[config.mk]
export PLATFORM = sky130hd
export DESIGN_NAME = ram_arbiter
export DESIGN_NICKNAME = d
export VERILOG_FILES = /design/src/rtl/ram_arbiter.sv
export SDC_FILE = /design/constraint.sdc
export NUM_CORES = 1
export LEC_CHECK = 0
export BUFFER_PORTS_ARGS = -buffer_cell sky130_fd_sc_hd__clkbuf_2
export CAP_MARGIN = 15
export CORE_UTILIZATION = 48
export DETAILED_ROUTE_END_ITERATION = 8
export PLACE_DENSITY = 0.91
export RECOVER_POWER = 50
export SLEW_MARGIN = 20
export SYNTH_ARGS = -nofsm -noshare
export SYNTH_HDL_FRONTEND = slang
export SYNTH_SLANG_ARGS = --single-unit
[constraint.sdc]
create_clock -name clk_i -period 4.7 [get_ports clk_i]
set_input_delay 0.235 -clock clk_i [delete_from_list [all_inputs] [get_ports clk_i]]
set_output_delay 0.235 -clock clk_i [all_outputs]
set_load 0.01 [all_outputs]
[src/rtl/ram_arbiter.sv]
// ram_arbiter: round-robin CPU/DMA arbiter that serializes accesses to one
// single-ported synchronous RAM, one registered access and one ack pulse per transfer.
module ram_arbiter #(
   parameter int ADDR_W = 9,
   parameter int DATA_W = 32
) (
   input  logic              clk_i,
   input  logic              rst_ni,
   input  logic              cpu_req_i,
   input  logic              cpu_we_i,
   input  logic [ADDR_W-1:0] cpu_addr_i,
   input  logic [DATA_W-1:0] cpu_wdata_i,
   output logic              cpu_ack_o,
   output logic [DATA_W-1:0] cpu_rdata_o,
   input  logic              dma_req_i,
   input  logic              dma_we_i,
   input  logic [ADDR_W-1:0] dma_addr_i,
   input  logic [DATA_W-1:0] dma_wdata_i,
   output logic              dma_ack_o,
   output logic [DATA_W-1:0] dma_rdata_o,
   output logic              ram_en_o,
   output logic              ram_we_o,
   output logic [ADDR_W-1:0] ram_addr_o,
   output logic [DATA_W-1:0] ram_wdata_o,
   input  logic [DATA_W-1:0] ram_rdata_i,
   output logic              busy_o
);
   typedef enum logic [1:0] {IDLE, ACCESS, RDWAIT, ACK} state_e;
   localparam logic DMA = 1'b1;
   state_e state_q, state_d;
   logic own_q, own_d, we_q, we_d, last_q, last_d, gnt_dma;
   logic ram_en_q, ram_en_d, ram_we_q, ram_we_d, busy_q, busy_d;
   logic cpu_ack_q, cpu_ack_d, dma_ack_q, dma_ack_d;
   logic [ADDR_W-1:0] ram_addr_q, ram_addr_d;
   logic [DATA_W-1:0] ram_wdata_q, ram_wdata_d, cpu_rdata_q, cpu_rdata_d, dma_rdata_q, dma_rdata_d;
   assign cpu_ack_o   = cpu_ack_q;
   assign dma_ack_o   = dma_ack_q;
   assign cpu_rdata_o = cpu_rdata_q;
   assign dma_rdata_o = dma_rdata_q;
   assign ram_en_o    = ram_en_q;
   assign ram_we_o    = ram_we_q;
   assign ram_addr_o  = ram_addr_q;
   assign ram_wdata_o = ram_wdata_q;
   assign busy_o      = busy_q;
   always_ff @(posedge clk_i) begin
      if (!rst_ni) begin
         state_q     <= IDLE;
         own_q       <= 1'b0;
         we_q        <= 1'b0;
         last_q      <= DMA;
         ram_en_q    <= 1'b0;
         ram_we_q    <= 1'b0;
         ram_addr_q  <= '0;
         ram_wdata_q <= '0;
         cpu_ack_q   <= 1'b0;
         dma_ack_q   <= 1'b0;
         cpu_rdata_q <= '0;
         dma_rdata_q <= '0;
         busy_q      <= 1'b0;
      end else begin
         state_q     <= state_d;
         own_q       <= own_d;
         we_q        <= we_d;
         last_q      <= last_d;
         ram_en_q    <= ram_en_d;
         ram_we_q    <= ram_we_d;
         ram_addr_q  <= ram_addr_d;
         ram_wdata_q <= ram_wdata_d;
         cpu_ack_q   <= cpu_ack_d;
         dma_ack_q   <= dma_ack_d;
         cpu_rdata_q <= cpu_rdata_d;
         dma_rdata_q <= dma_rdata_d;
         busy_q      <= busy_d;
      end
   end
   always_comb begin
      state_d     = state_q;
      own_d       = own_q;
      we_d        = we_q;
      last_d      = last_q;
      ram_en_d    = 1'b0;
      ram_we_d    = 1'b0;
      ram_addr_d  = ram_addr_q;
      ram_wdata_d = ram_wdata_q;
      cpu_ack_d   = 1'b0;
      dma_ack_d   = 1'b0;
      cpu_rdata_d = cpu_rdata_q;
      dma_rdata_d = dma_rdata_q;
      // DMA wins when alone, or on a tie when the CPU owned the previous grant
      gnt_dma     = dma_req_i & (~cpu_req_i | ~last_q);
      case (state_q)
         IDLE: if (cpu_req_i | dma_req_i) begin
            own_d       = gnt_dma;
            last_d      = gnt_dma;
            we_d        = gnt_dma ? dma_we_i : cpu_we_i;
            ram_en_d    = 1'b1;
            ram_we_d    = we_d;
            ram_addr_d  = gnt_dma ? dma_addr_i : cpu_addr_i;
            ram_wdata_d = gnt_dma ? dma_wdata_i : cpu_wdata_i;
            state_d     = ACCESS;
         end
         ACCESS: begin
            cpu_ack_d = we_q & ~own_q;
            dma_ack_d = we_q & own_q;
            state_d   = we_q ? ACK : RDWAIT;
         end
         RDWAIT: begin
            cpu_rdata_d = own_q ? cpu_rdata_q : ram_rdata_i;
            dma_rdata_d = own_q ? ram_rdata_i : dma_rdata_q;
            cpu_ack_d   = ~own_q;
            dma_ack_d   = own_q;
            state_d     = ACK;
         end
         default: state_d = IDLE;
      endcase
      busy_d = state_d != IDLE;
   end
endmodule

* Word-level counts from Yosys, hierarchy flattened
Cells that the tools add are included.
** Cells by class
- Bitwise gates (word level) :: 8
- Eq/ne operators :: 2
- Multiplexer cells :: 9
- Reductions and logical operators :: 7
** Operator list (count)
- 2-to-1 mux 32 bit :: 1
- 2-to-1 mux 9 bit :: 1
- AND reduction 2 bit :: 4
- case mux 2 bit (3 select lines) :: 1
- case mux 1 bit (2 select lines) :: 2
- bitwise AND 1 bit :: 3
- 2-to-1 mux 1 bit :: 3
- NOT 1 bit :: 3
- AND reduction 3 bit :: 1
- equality test 2 x 1 -> 1 bit, second input constant :: 1
- equality test 2 bit, second input constant :: 1
- zero test 2 bit :: 1
- 2-to-1 mux 2 bit :: 1
- OR 1 bit :: 2
- nonzero test 2 bit :: 1
** Storage, ports and cells
- Flip-flop bits (word level) :: 115
- Word-level logic and storage cells :: 39
- Output and inout port bits :: 110
- Bits of input ports :: 120

* Longest topological paths before layout
Gate-level depths: netlist of the first run.
- Word-level depth :: 4
- Mapped depth :: 7
- Mapped depth without buffers :: 5

* Worst setup path before layout of the first run
No wires, ideal clock.
- Path type :: reg2reg
- Start point :: reg state_q[0]
- End point :: reg ram_addr_q[0], in the netlist ram_addr_o[0]
- Path slack :: 3.182 ns
- Period minus slack after synthesis :: 1.518 ns
- Buffers on the path :: 2
- Required time :: 4.578 ns
- Data arrival time :: 1.397 ns
- Library setup time :: 0.122 ns
- Stages on the path, launching flop included :: 7
- Path through :: dfxtp_1 > inv_1 > ha_1 > and3_1 > buf_6 > buf_6 > a221o_1
** Between the ends
- Cells in the longest elaborated chain, start to end :: 2
** Ends and longest elaborated chain
- start: declaration :: line 30 : state_e state_q, state_d;
- start signal: assignment :: line 61 : state_q <= state_d;
- zero test 2 bit :: line 91 : case (state_q)
- AND reduction 2 bit (no line)
- end signal: assignment :: line 67 : ram_addr_q <= ram_addr_d;
- end: declaration :: line 34 : logic [ADDR_W-1:0] ram_addr_q, ram_addr_d;
Every way passes these cells.
A chain may end at the register's enable or synchronous reset.

* Final worst setup path of the first run
- Start point :: reg state_q[0]
- End point :: reg ram_wdata_q[16], in the netlist ram_wdata_o[16]
** Between the ends
- Cells in the longest elaborated chain, start to end :: 2
** Ends and longest elaborated chain
- zero test 2 bit :: line 91
- AND reduction 2 bit (no line)
- end signal: assignment :: line 68 : ram_wdata_q <= ram_wdata_d;
- end: declaration :: line 35 : logic [DATA_W-1:0] ram_wdata_q, ram_wdata_d, cpu_rdata_q, cpu_rdata_d, dma_rdata_q, dma_rdata_d;
Every way passes these cells.

==> results.md, run 1 <==
- Final Routed Wirelength: 16.06 mm
- Normalized max-slew margin: 29.49%
- Clock Skew: 0.009423 ns
- Final Net Count: 913
- Area of the core: 8341 um2
- Hold WC Path Type: in -> reg
- Via-to-Cell Ratio: 5.515
- Clock Sinks: 115
- Max rail drop VDD: 0.2875 mV
- Worst-Margin Slew: 1.056 ns
- Input/output buffers: 229
- Switch Pwr: 1.143 mW
- Crit path kind: reg -> reg
- Fmax: 407.1 MHz
- Most common cell after layout, fill and taps aside: nand2_1
- Warnings from Yosys: 0
- Post-route cell area: 6920 um2
- Worst EP required: 5.14 ns
- Unrepaired setup endpoints after global routing: false
- Grt ovf: 0
- Fillcell total: 506
- Number of global-route vias before repair: 4848
- Area Growth Syn to Fin: 65.35%
- Setup violators final: 0
- # resized after CTS: 0
- CTS buffer count: 17
- Seq pwr share: 35.8%
- # H-tree levels: 4
- HPWL Detailed: 8.374 mm
- Largest net degree at the start of global routing: 67
- Via count: 5002
- Crit share post-route: 52.26%
- First-pass DRT Iterations: 7
- CP arrival: 2.90 ns
- Die width: 95.38 um
- Gpl congestion: 0.8563
- Metal2 WL: 7.952 mm
- Commonest non-fill, non-tap cells in the layout: nand2_1, clkbuf_2, dfxtp_1
- Root buf cell: clkbuf_8
- Post-DRT Antenna Nets: 0
- Post-DP Area: 5310 um2
- Fin Setup TNS: 0 ns
- Final Hold Vio Count: 0
- Share of cells above drive strength 1: 20.57%
- Tmin final: 2.456 ns
- Pwr per Cell Area: 520.8 nW/um2
- Residual DRC: 0
- Comb pwr share: 28.6%
- CP Max Fanout: 41
- Top sig layer: met4
- Initial Util: 50.18%
- N_diodes: 0
- Worst skew pair latency: 0.50 ns
- Library cells used by synthesis: 26
- CTS tree: built
- M1 wire length: 5.631 mm
- Syn_nets: 587
- Clk pwr share: 35.6%
- Internal: 2.461 mW
- Netlist Area Pre-Place: 4185 um2
- Net Sw Frac: 31.72%
- First-pass GRT wire length: 23.75 mm
- LEAKAGE: 3.080 nW
- Cell row count: 33
- Status: complete, no violations
- Routed wl met3: 1.677 mm
- DR WL/cell: 17.71 um
- DRT iter0 DRCs: 294
- Post-CTS setup buffers: 0
- Antenna violations before repair: 0
- Die ar.: 9096 um2
- Num ports: 230
- CTS Hold Buffers Added: 114
- Clock transition at path regs: 0.05 ns
- Deepest clock path buffer count: 2
- Total GRT Usage: 34.68%
- CP endpoint kind: register
- Startpoint types: register
- Slew Viols, Final: 0
- Sequential-to-total area share from yosys stat: 55.01%
- Die Y: 95.38 um
- Seq cells post-synth: 115
- Gate Count Post-Synth: 463
- Syn_area_per_cell: 9.039 um2
- Max-cap viol count: 0
cells in the mapped netlist, drive strengths merged:
| cell type | n | area (um2) |
|---|---|---|
| nor2b | 1 | 6.260 |
| inv | 5 | 18.77 |
| a21boi | 1 | 11.26 |
| and2 | 1 | 6.260 |
| o31ai | 1 | 7.510 |
| nor3 | 1 | 5.000 |
| a22oi | 1 | 7.510 |
| o21ai | 2 | 10.00 |
| clkbuf | 25 | 93.84 |
| a21oi | 65 | 325.3 |
| dfxtp | 115 | 2302 |
| a211oi | 1 | 7.510 |
| and3 | 42 | 262.8 |
| nand2b | 2 | 12.51 |
| nand3 | 1 | 5.000 |
| nand2 | 133 | 499.2 |
| nor2 | 3 | 11.26 |
| ha | 4 | 50.05 |
| buf | 14 | 100.1 |
| a221o | 41 | 410.4 |
| nor3b | 1 | 7.510 |
| mux2i | 1 | 10.01 |
| o211ai | 2 | 15.01 |
path summary, 6_finish.rpt:
kind	from	end	slack (ns)	depth (start not counted)
max	state_q[0]$_SDFF_PN0_	ram_wdata_o[16]$_SDFFE_PN0P_	2.24	7
min	dma_req_i	last_q$_SDFFE_PN1P_	0.07	3
max reg2reg	state_q[0]$_SDFF_PN0_	ram_wdata_o[16]$_SDFFE_PN0P_	2.24	7
min reg2reg	dma_rdata_o[16]$_SDFFE_PN0P_	dma_rdata_o[16]$_SDFFE_PN0P_	0.45	2
per-stage QoR:
step | hold WS, ns | utilization (%) | power, mW | setup WS (ns) | instances
3_3_place_gp | 0.4409 | 63.55 | 2.066 | 2.694 | 761
3_5_place_dp | 0.4467 | 63.67 | 2.108 | 2.640 | 761
6_report | 0.07469 | 82.97 | 3.604 | 2.244 | 907
4_1_cts | 0.02936 | 84.53 | 3.573 | 2.344 | 907
5_1_grt | 0.06348 | 82.97 | 3.746 | 2.124 | 907
2_1_floorplan | 0.3710 | - | 1.769 | 3.182 | 463
critical path, cell delays in order (launching register included):
cell           delay (ns)
dfxtp_1              0.34
inv_1                0.09
ha_1                 0.32
o211ai_1             0.25
nor2_2               0.18
buf_4                0.41
a221o_1              0.24
dlygate4sd3_1        0.57
registers in the layout (all words and copies together) (netlist names):
name / flops
cpu_rdata_o: 32
dma_rdata_o: 32
ram_wdata_o: 32
ram_addr_o: 9
state_q: 2
busy_o: 1
cpu_ack_o: 1
dma_ack_o: 1
last_q: 1
own_q: 1
ram_en_o: 1
ram_we_o: 1
we_q: 1
power by group through the flow:
stage / Combinational, mW / Clock (mW) / Sequential, mW
2_1_floorplan: 0.415 / 0 / 1.35
3_3_place_gp: 0.785 / 0 / 1.28
3_5_place_dp: 0.819 / 0 / 1.29
4_1_cts: 1.01 / 1.29 / 1.27
5_1_grt: 1.11 / 1.34 / 1.31
6_report: 1.03 / 1.28 / 1.29
per-layer routing:
layer	GRT usage, %	vias up
li1	-	2269
met1	36.00	2298
met2	61.13	362
met3	10.61	73
met4	20.90	0
met5	0	-
layout make-up:
| cell class | count | area (um2) | share of cell area (%) |
|---|---|---|---|
| Tap cell | 105 | 131.4 | 1.898 |
| Multi-Input combinational cell | 304 | 1693 | 24.46 |
| Clock inverter | 13 | 157.7 | 2.278 |
| Inverter | 5 | 18.77 | 0.2712 |
| Sequential cell | 115 | 2302 | 33.27 |
| Clock buffer | 19 | 441.7 | 6.382 |
| Timing Repair Buffer | 346 | 2176 | 31.44 |
kinds of logic (layout without fill, tap and decap cells):
kind of cell	after synthesis	in the layout	share of synthesized area (%)
adders and majority gates	4	4	1.196
muxes	1	1	0.2392
buffers and inverters	44	383	5.082
and+or+nand+nor	185	185	19.49
DFF	115	115	55.01
AOI/OAI and AO/OA	114	114	18.98
(Power assumes the default switching activity.)
==> inputs of run 2 (changes only) <==
--- a/config.mk
+++ b/config.mk
@@ -5,11 +5,12 @@
 export SDC_FILE = /design/constraint.sdc
 export NUM_CORES = 1
 export LEC_CHECK = 0
+export ABC_AREA = 1
 export BUFFER_PORTS_ARGS = -buffer_cell sky130_fd_sc_hd__clkbuf_2
 export CAP_MARGIN = 15
-export CORE_UTILIZATION = 48
+export CORE_UTILIZATION = 46
 export DETAILED_ROUTE_END_ITERATION = 8
-export PLACE_DENSITY = 0.91
+export PLACE_DENSITY = 0.86
 export RECOVER_POWER = 50
 export SLEW_MARGIN = 20
 export SYNTH_ARGS = -nofsm -noshare
==> constraint.sdc (replaced) <==
create_clock -name clk_i -period 2.5 [get_ports clk_i]
set_input_delay 0.125 -clock clk_i [delete_from_list [all_inputs] [get_ports clk_i]]
set_output_delay 0.125 -clock clk_i [all_outputs]
set_load 0.01 [all_outputs]
==> run 2 against run 1 <==
  * Non-clock buffer count grew 7
  * Cell area up 8.5%
  * Sequential power grew 100%
  * First-iteration DRC count increased by 49%
  * Core utilization shrank 6.9 points
  * Synthesized area up 13%
  * Final cell count increased by 21%
  * Critical path type unchanged
  * Count of clock-buffer cells in the layout fell by 1
  * Sequential cell count did not move
==> results.md, run 2 <==
- Status: complete, no violations
- Via count: 5834
- Share of cells above drive strength 1: 17.18%
- Warnings from Yosys: 0
- Top FF cell, synth: dfxtp_1
- Final Hold Vio Count: 0
- Initial Util: 48.07%
- Switch Pwr: 2.716 mW
- CP endpoint kind: register
- Gate Count Post-Synth: 628
- First-pass GRT wire length: 27.43 mm
- Asr flop ratio synth: 0%
- Post-synth EDFFs: 0
- Setup violators final: 0
- Root buf cell: clkbuf_8
- Area Growth Syn to Fin: 58.28%
- Via-to-Cell Ratio: 5.308
- Max rail drop VDD: 0.5695 mV
- Clock Skew: 0.01048 ns
- Library cells used by synthesis: 20
- First-pass DRT Iterations: 7
- Fin Setup TNS: 0 ns
- CP Max Fanout: 14
- Post-Layout Cell Count: 1099
- Min Hold Slack: 0.03517 ns
- Gpl congestion: 0.7930
- Worst skew pair latency: 0.49 ns
- Clock Sinks: 115
- Slew Viols, Final: 0
- CTS tree: built
- Count leader, synth: nor2_1
- Clk pwr share: 32.2%
- Input/output buffers: 229
- Total GRT Usage: 31.78%
- Slowest stage cell, crit path: dlygate4sd3_1
- Crit share post-route: 92.77%
- Post-route cell area: 7506 um2
- Syn_nets: 752
- Seq pwr share: 34.5%
- Normalized max-slew margin: 28.51%
- Area contributors post-synth: dfxtp_1, nor2_1, nand3_1
- Most used cell, CP: nand2_1
- Residual DRC: 0
- Antenna violations before repair: 0
- Clock transition at path regs: 0.06 ns
- Netlist Area Pre-Place: 4742 um2
- DRT iter0 DRCs: 439
- Internal: 4.912 mW
- Dpl cells: 951
- Pre-CTS WS: 0.6418 ns
- Top-area cell type share of the netlist area: 48.55%
- Die ar.: 10720 um2
- Area of the core: 9864 um2
- N_diodes: 0
- Tmin final: 2.319 ns
- CTS buffer count: 17
- Post-DRT Antenna Nets: 0
- Most common cell after layout, fill and taps aside: nor2_1
- Critical-path cell list: inv_1, ha_1, nand2_1, nor2_4, buf_4, nand3_1, dlygate4sd3_1, nand2_1
- Die Y: 103.5 um
- Hold WC Path Type: in -> reg
- # H-tree levels: 4
- Most frequent cells after synthesis: nor2_1, dfxtp_1, nand2_1, nand3_1, o21ai_0
- Num ports: 230
- Pwr per Cell Area: 1016 nW/um2
- Crit path kind: reg -> reg
- CP arrival: 2.74 ns
- Grt ovf: 0
- Max-cap viol count: 0
- Final Net Count: 1078
- Worst EP required: 2.93 ns
- Syn_area_per_cell: 7.551 um2
- Post-DP Area: 5856 um2
- Unrepaired setup endpoints after global routing: false
- Net Sw Frac: 35.61%
- Synth area leader: dfxtp_1
- Final Routed Wirelength: 17.40 mm
- Total Power: 7.628 mW
- Largest net degree at the start of global routing: 69
- Deepest clock path buffer count: 2
- HPWL Detailed: 8.756 mm
- Final worst setup slack: 0.1808 ns
- Comb pwr share: 33.3%
- Number of global-route vias before repair: 5639
- Seq cells post-synth: 115
- Startpoint types: register
- Commonest non-fill, non-tap cells in the layout: nor2_1, clkbuf_2, dfxtp_1, dlygate4sd3_1, clkbuf_1
- Die width: 103.5 um
- Max incr delay on CP: 0.58 ns
- Worst-Margin Slew: 1.071 ns
- DR WL/cell: 15.83 um
- Post-layout util: 76.09%
- Sequential-to-total area share from yosys stat: 48.55%
- Fmax: 431.2 MHz
- Cell row count: 36
- LEAKAGE: 3.318 nW
## run 2: cell count changes in the layout (fill, tap and decap cells not counted), sizes merged, moves of 2 or more
cell,before,now
nor2,3,134
o21ai,2,80
nand3,1,71
nand2,133,82
a21oi,65,17
and3,42,0
nand3b,0,42
a221o,41,0
inv,6,38
buf,3,10
clkbuf,248,246
clkinvlp,4,2
nand2b,2,0
o211ai,2,0
## run 2: metal layers
metal | vias up | part of all wire [%] | global-route usage (%)
met5 | - | 0 | 0
met4 | 0 | 4.5 | 16.98
met3 | 77 | 8.8 | 9.125
met2 | 382 | 50 | 55.75
met1 | 2673 | 37 | 34.55
li1 | 2702 | - | -
## run 2: kinds of logic (layout without fill, tap and decap cells)
family,Yosys count,count (layout),synth area share (%)
simple gates,329,330,31.61
flops,115,115,48.55
fa+ha+maj,4,4,1.055
buf+inv,83,420,8.311
compound gates,97,97,10.48
## run 2: what timing repair did
item | 4_1_cts | 5_1_grt
buffers inserted | 0 | 0
hold buffers | 115 | 0
endpoints found under the hold margin | 107 | 0
resized for setup | 0 | 0
setup endpoints to repair | 0 | 19
## run 2: layout make-up
class / count / area, um2
timing repair buffer: 353 / 2247
multi-input combinational: 431 / 2052
inverter: 36 / 135.1
clock buffer: 18 / 427.9
fill: 708 / 2359
tap: 133 / 166.4
clock inverter: 13 / 175.2
sequential: 115 / 2302
## run 2: power by group through the flow
stage | Combinational (mW) | Clock [mW] | Sequential [mW]
after floorplan | 1.15 | 0 | 2.82
after global placement | 2.09 | 0 | 2.62
after detailed placement | 2.13 | 0 | 2.63
after CTS | 2.46 | 2.47 | 2.60
after global routing | 2.77 | 2.58 | 2.68
final | 2.54 | 2.45 | 2.63
## run 2: final timing paths
| path | depth (start not counted) | startpoint | slack (ns) | end |
|---|---|---|---|---|
| hold reg to reg | 1 | own_q$_SDFFE_PN0P_ | 0.47 | cpu_ack_o$_SDFF_PN0_ |
| hold / removal | 4 | dma_addr_i[8] | 0.04 | ram_addr_o[8]$_SDFFE_PN0P_ |
| setup reg to reg | 8 | state_q[0]$_SDFF_PN0_ | 0.18 | ram_addr_o[1]$_SDFFE_PN0P_ |
| setup / recovery | 8 | state_q[0]$_SDFF_PN0_ | 0.18 | ram_addr_o[1]$_SDFFE_PN0P_ |
## run 2: critical path, delay by kind of cell, from the launching register on
family | cells | cell delay (ns)
flip-flops | 1 | 0.32
buffers and inverters | 3 | 0.93
adder cells (fa/ha/maj) | 1 | 0.28
AND/OR/NAND/NOR | 4 | 0.70
==> inputs of run 3 (changes only) <==
--- a/config.mk
+++ b/config.mk
@@ -5,12 +5,13 @@
 export SDC_FILE = /design/constraint.sdc
 export NUM_CORES = 1
 export LEC_CHECK = 0
-export ABC_AREA = 1
+export ABC_AREA = 0
 export BUFFER_PORTS_ARGS = -buffer_cell sky130_fd_sc_hd__clkbuf_2
 export CAP_MARGIN = 15
 export CORE_UTILIZATION = 46
+export CTS_BUF_LIST = sky130_fd_sc_hd__clkbuf_4
 export DETAILED_ROUTE_END_ITERATION = 8
-export PLACE_DENSITY = 0.86
+export PLACE_DENSITY = 0.88
 export RECOVER_POWER = 50
 export SLEW_MARGIN = 20
 export SYNTH_ARGS = -nofsm -noshare
==> constraint.sdc (replaced) <==
create_clock -name clk_i -period 2.5 [get_ports clk_i]
set_input_delay 0.625 -clock clk_i [delete_from_list [all_inputs] [get_ports clk_i]]
set_output_delay 0.625 -clock clk_i [all_outputs]
set_load 0.01 [all_outputs]
==> run 3 against run 2 <==
  * First-iteration DRC count fell by 58%
  * Critical path depth fell by 2
  * Hold slack improved by 0.31 ns
  * Non-clock buffer count fell by 115
  * Via count fell by 27%
  * Largest cell class unchanged
==> results.md, run 3 (same netlist as run 1, synthesis figures left out) <==
- Number of global-route vias before repair: 3998
- DR WL/cell: 15.00 um
- Cell row count: 34
- Residual DRC: 0
- HPWL Detailed: 8.652 mm
- Num ports: 230
- First-pass DRT Iterations: 5
- Post-CTS setup buffers: 0
- Status: complete, no violations
- Area Growth Syn to Fin: 34.95%
- Dpl cells: 770
- Most common cell after layout, fill and taps aside: clkbuf_2
- Max-cap viol count: 0
- Normalized max-slew margin: 54.50%
- Share of cells above drive strength 1: 33.29%
- Clock transition at path regs: 0.11 ns
- CP endpoint kind: register
- Via count: 4276
- Startpoint types: register
- CTS buffer count: 17
- Area of the core: 8763 um2
- DRT iter0 DRCs: 183
- Fillcell total: 758
- First-pass GRT wire length: 18.83 mm
- Post-Layout Cell Count: 802
- Deepest clock path buffer count: 2
- Hold WC Path Type: in -> reg
- Clock Skew: 0.01864 ns
- Root buf cell: clkbuf_4
- Die ar.: 9484 um2
- Worst EP required: 2.87 ns
- Commonest non-fill, non-tap cells in the layout: clkbuf_2, nand2_1, dfxtp_1
- Largest net degree at the start of global routing: 66
- Fmax: 548.2 MHz
- Crit share post-route: 72.96%
- Fin Setup TNS: 0 ns
- Setup violators final: 0
- Worst skew pair latency: 0.50 ns
- # resized after CTS: 0
- Clock Sinks: 115
- Post-DRT Antenna Nets: 0
- Final Routed Wirelength: 12.03 mm
- Die Y: 97.39 um
- Tmin final: 1.824 ns
- CTS tree: built
- Pwr per Cell Area: 984.6 nW/um2
- Via-to-Cell Ratio: 5.332
- Total GRT Usage: 24.85%
- Slew Viols, Final: 0
- Max rail drop VDD: 0.5223 mV
- CTS Hold Buffers Added: 0
- Crit path kind: reg -> reg
- Unrepaired setup endpoints after global routing: false
- CP Max Fanout: 34
- Worst-Margin Slew: 0.6824 ns
- Die width: 97.39 um
- LEAKAGE: 2.658 nW
- CP arrival: 2.20 ns
- Input/output buffers: 229
- N_diodes: 0
- Antenna violations before repair: 0
- Grt ovf: 0
- Initial Util: 47.76%
- # H-tree levels: 4
- Gpl congestion: 0.8805
- Final Hold Vio Count: 0
- Final Net Count: 805
run 3: metal layers:
metal	GRT usage, %	wire length, um	vias to the layer above
met5	0	0	-
met4	11.09	327	0
met3	6.475	931	29
met2	43.36	6048	237
met1	28.42	4727	1950
li1	-	-	2060
run 3: layout make-up:
type                       count  area [um2]  share of cell area [%]
inverter                       5       18.77                  0.3323
sequential                   115        2302                   40.76
timing repair buffer         238        1156                   20.47
clock inverter                15       229.0                   4.054
multi-input combinational    304        1679                   29.73
tap                          108       135.1                   2.393
clock buffer                  17       127.6                   2.260
run 3: where the power goes:
part	total, mW	internal (mW)	switching (mW)
sequential	2.39	2.19	0.196
combinational	1.53	0.604	0.921
clock	1.65	0.905	0.745
total	5.56	3.70	1.86
run 3: worst paths after layout:
kind                          startpoint  slack [ns]                           end  depth (start not counted)
min reg2reg  dma_rdata_o[1]$_SDFFE_PN0P_        0.46   dma_rdata_o[1]$_SDFFE_PN0P_                          2
min                        cpu_addr_i[1]        0.34    ram_addr_o[1]$_SDFFE_PN0P_                          2
max reg2reg        state_q[0]$_SDFF_PN0_        0.68  ram_wdata_o[22]$_SDFFE_PN0P_                          6
max                state_q[0]$_SDFF_PN0_        0.68  ram_wdata_o[22]$_SDFFE_PN0P_                          6
run 3: critical path, cell delays in order (launching register included):
cell	delay [ns]
dfxtp_1	0.36
inv_1	0.10
ha_1	0.29
o21ai_2	0.17
buf_4	0.26
and3_1	0.22
a221o_1	0.27
run 3: per-stage QoR:
stage / util [%] / area [um2] / worst slack, ns / hold slack [ns] / total power, mW
floorplan: - / 4185 / 0.8414 / 0.4443 / 3.325
global placement: 61.04 / 5349 / 0.6339 / 0.4408 / 3.914
detailed placement: 61.04 / 5349 / 0.5496 / 0.4465 / 3.989
CTS: 65.11 / 5705 / 0.7037 / 0.2867 / 5.642
global route: 64.45 / 5648 / 0.5465 / 0.2985 / 5.855
finish: 64.45 / 5648 / 0.6759 / 0.3412 / 5.561
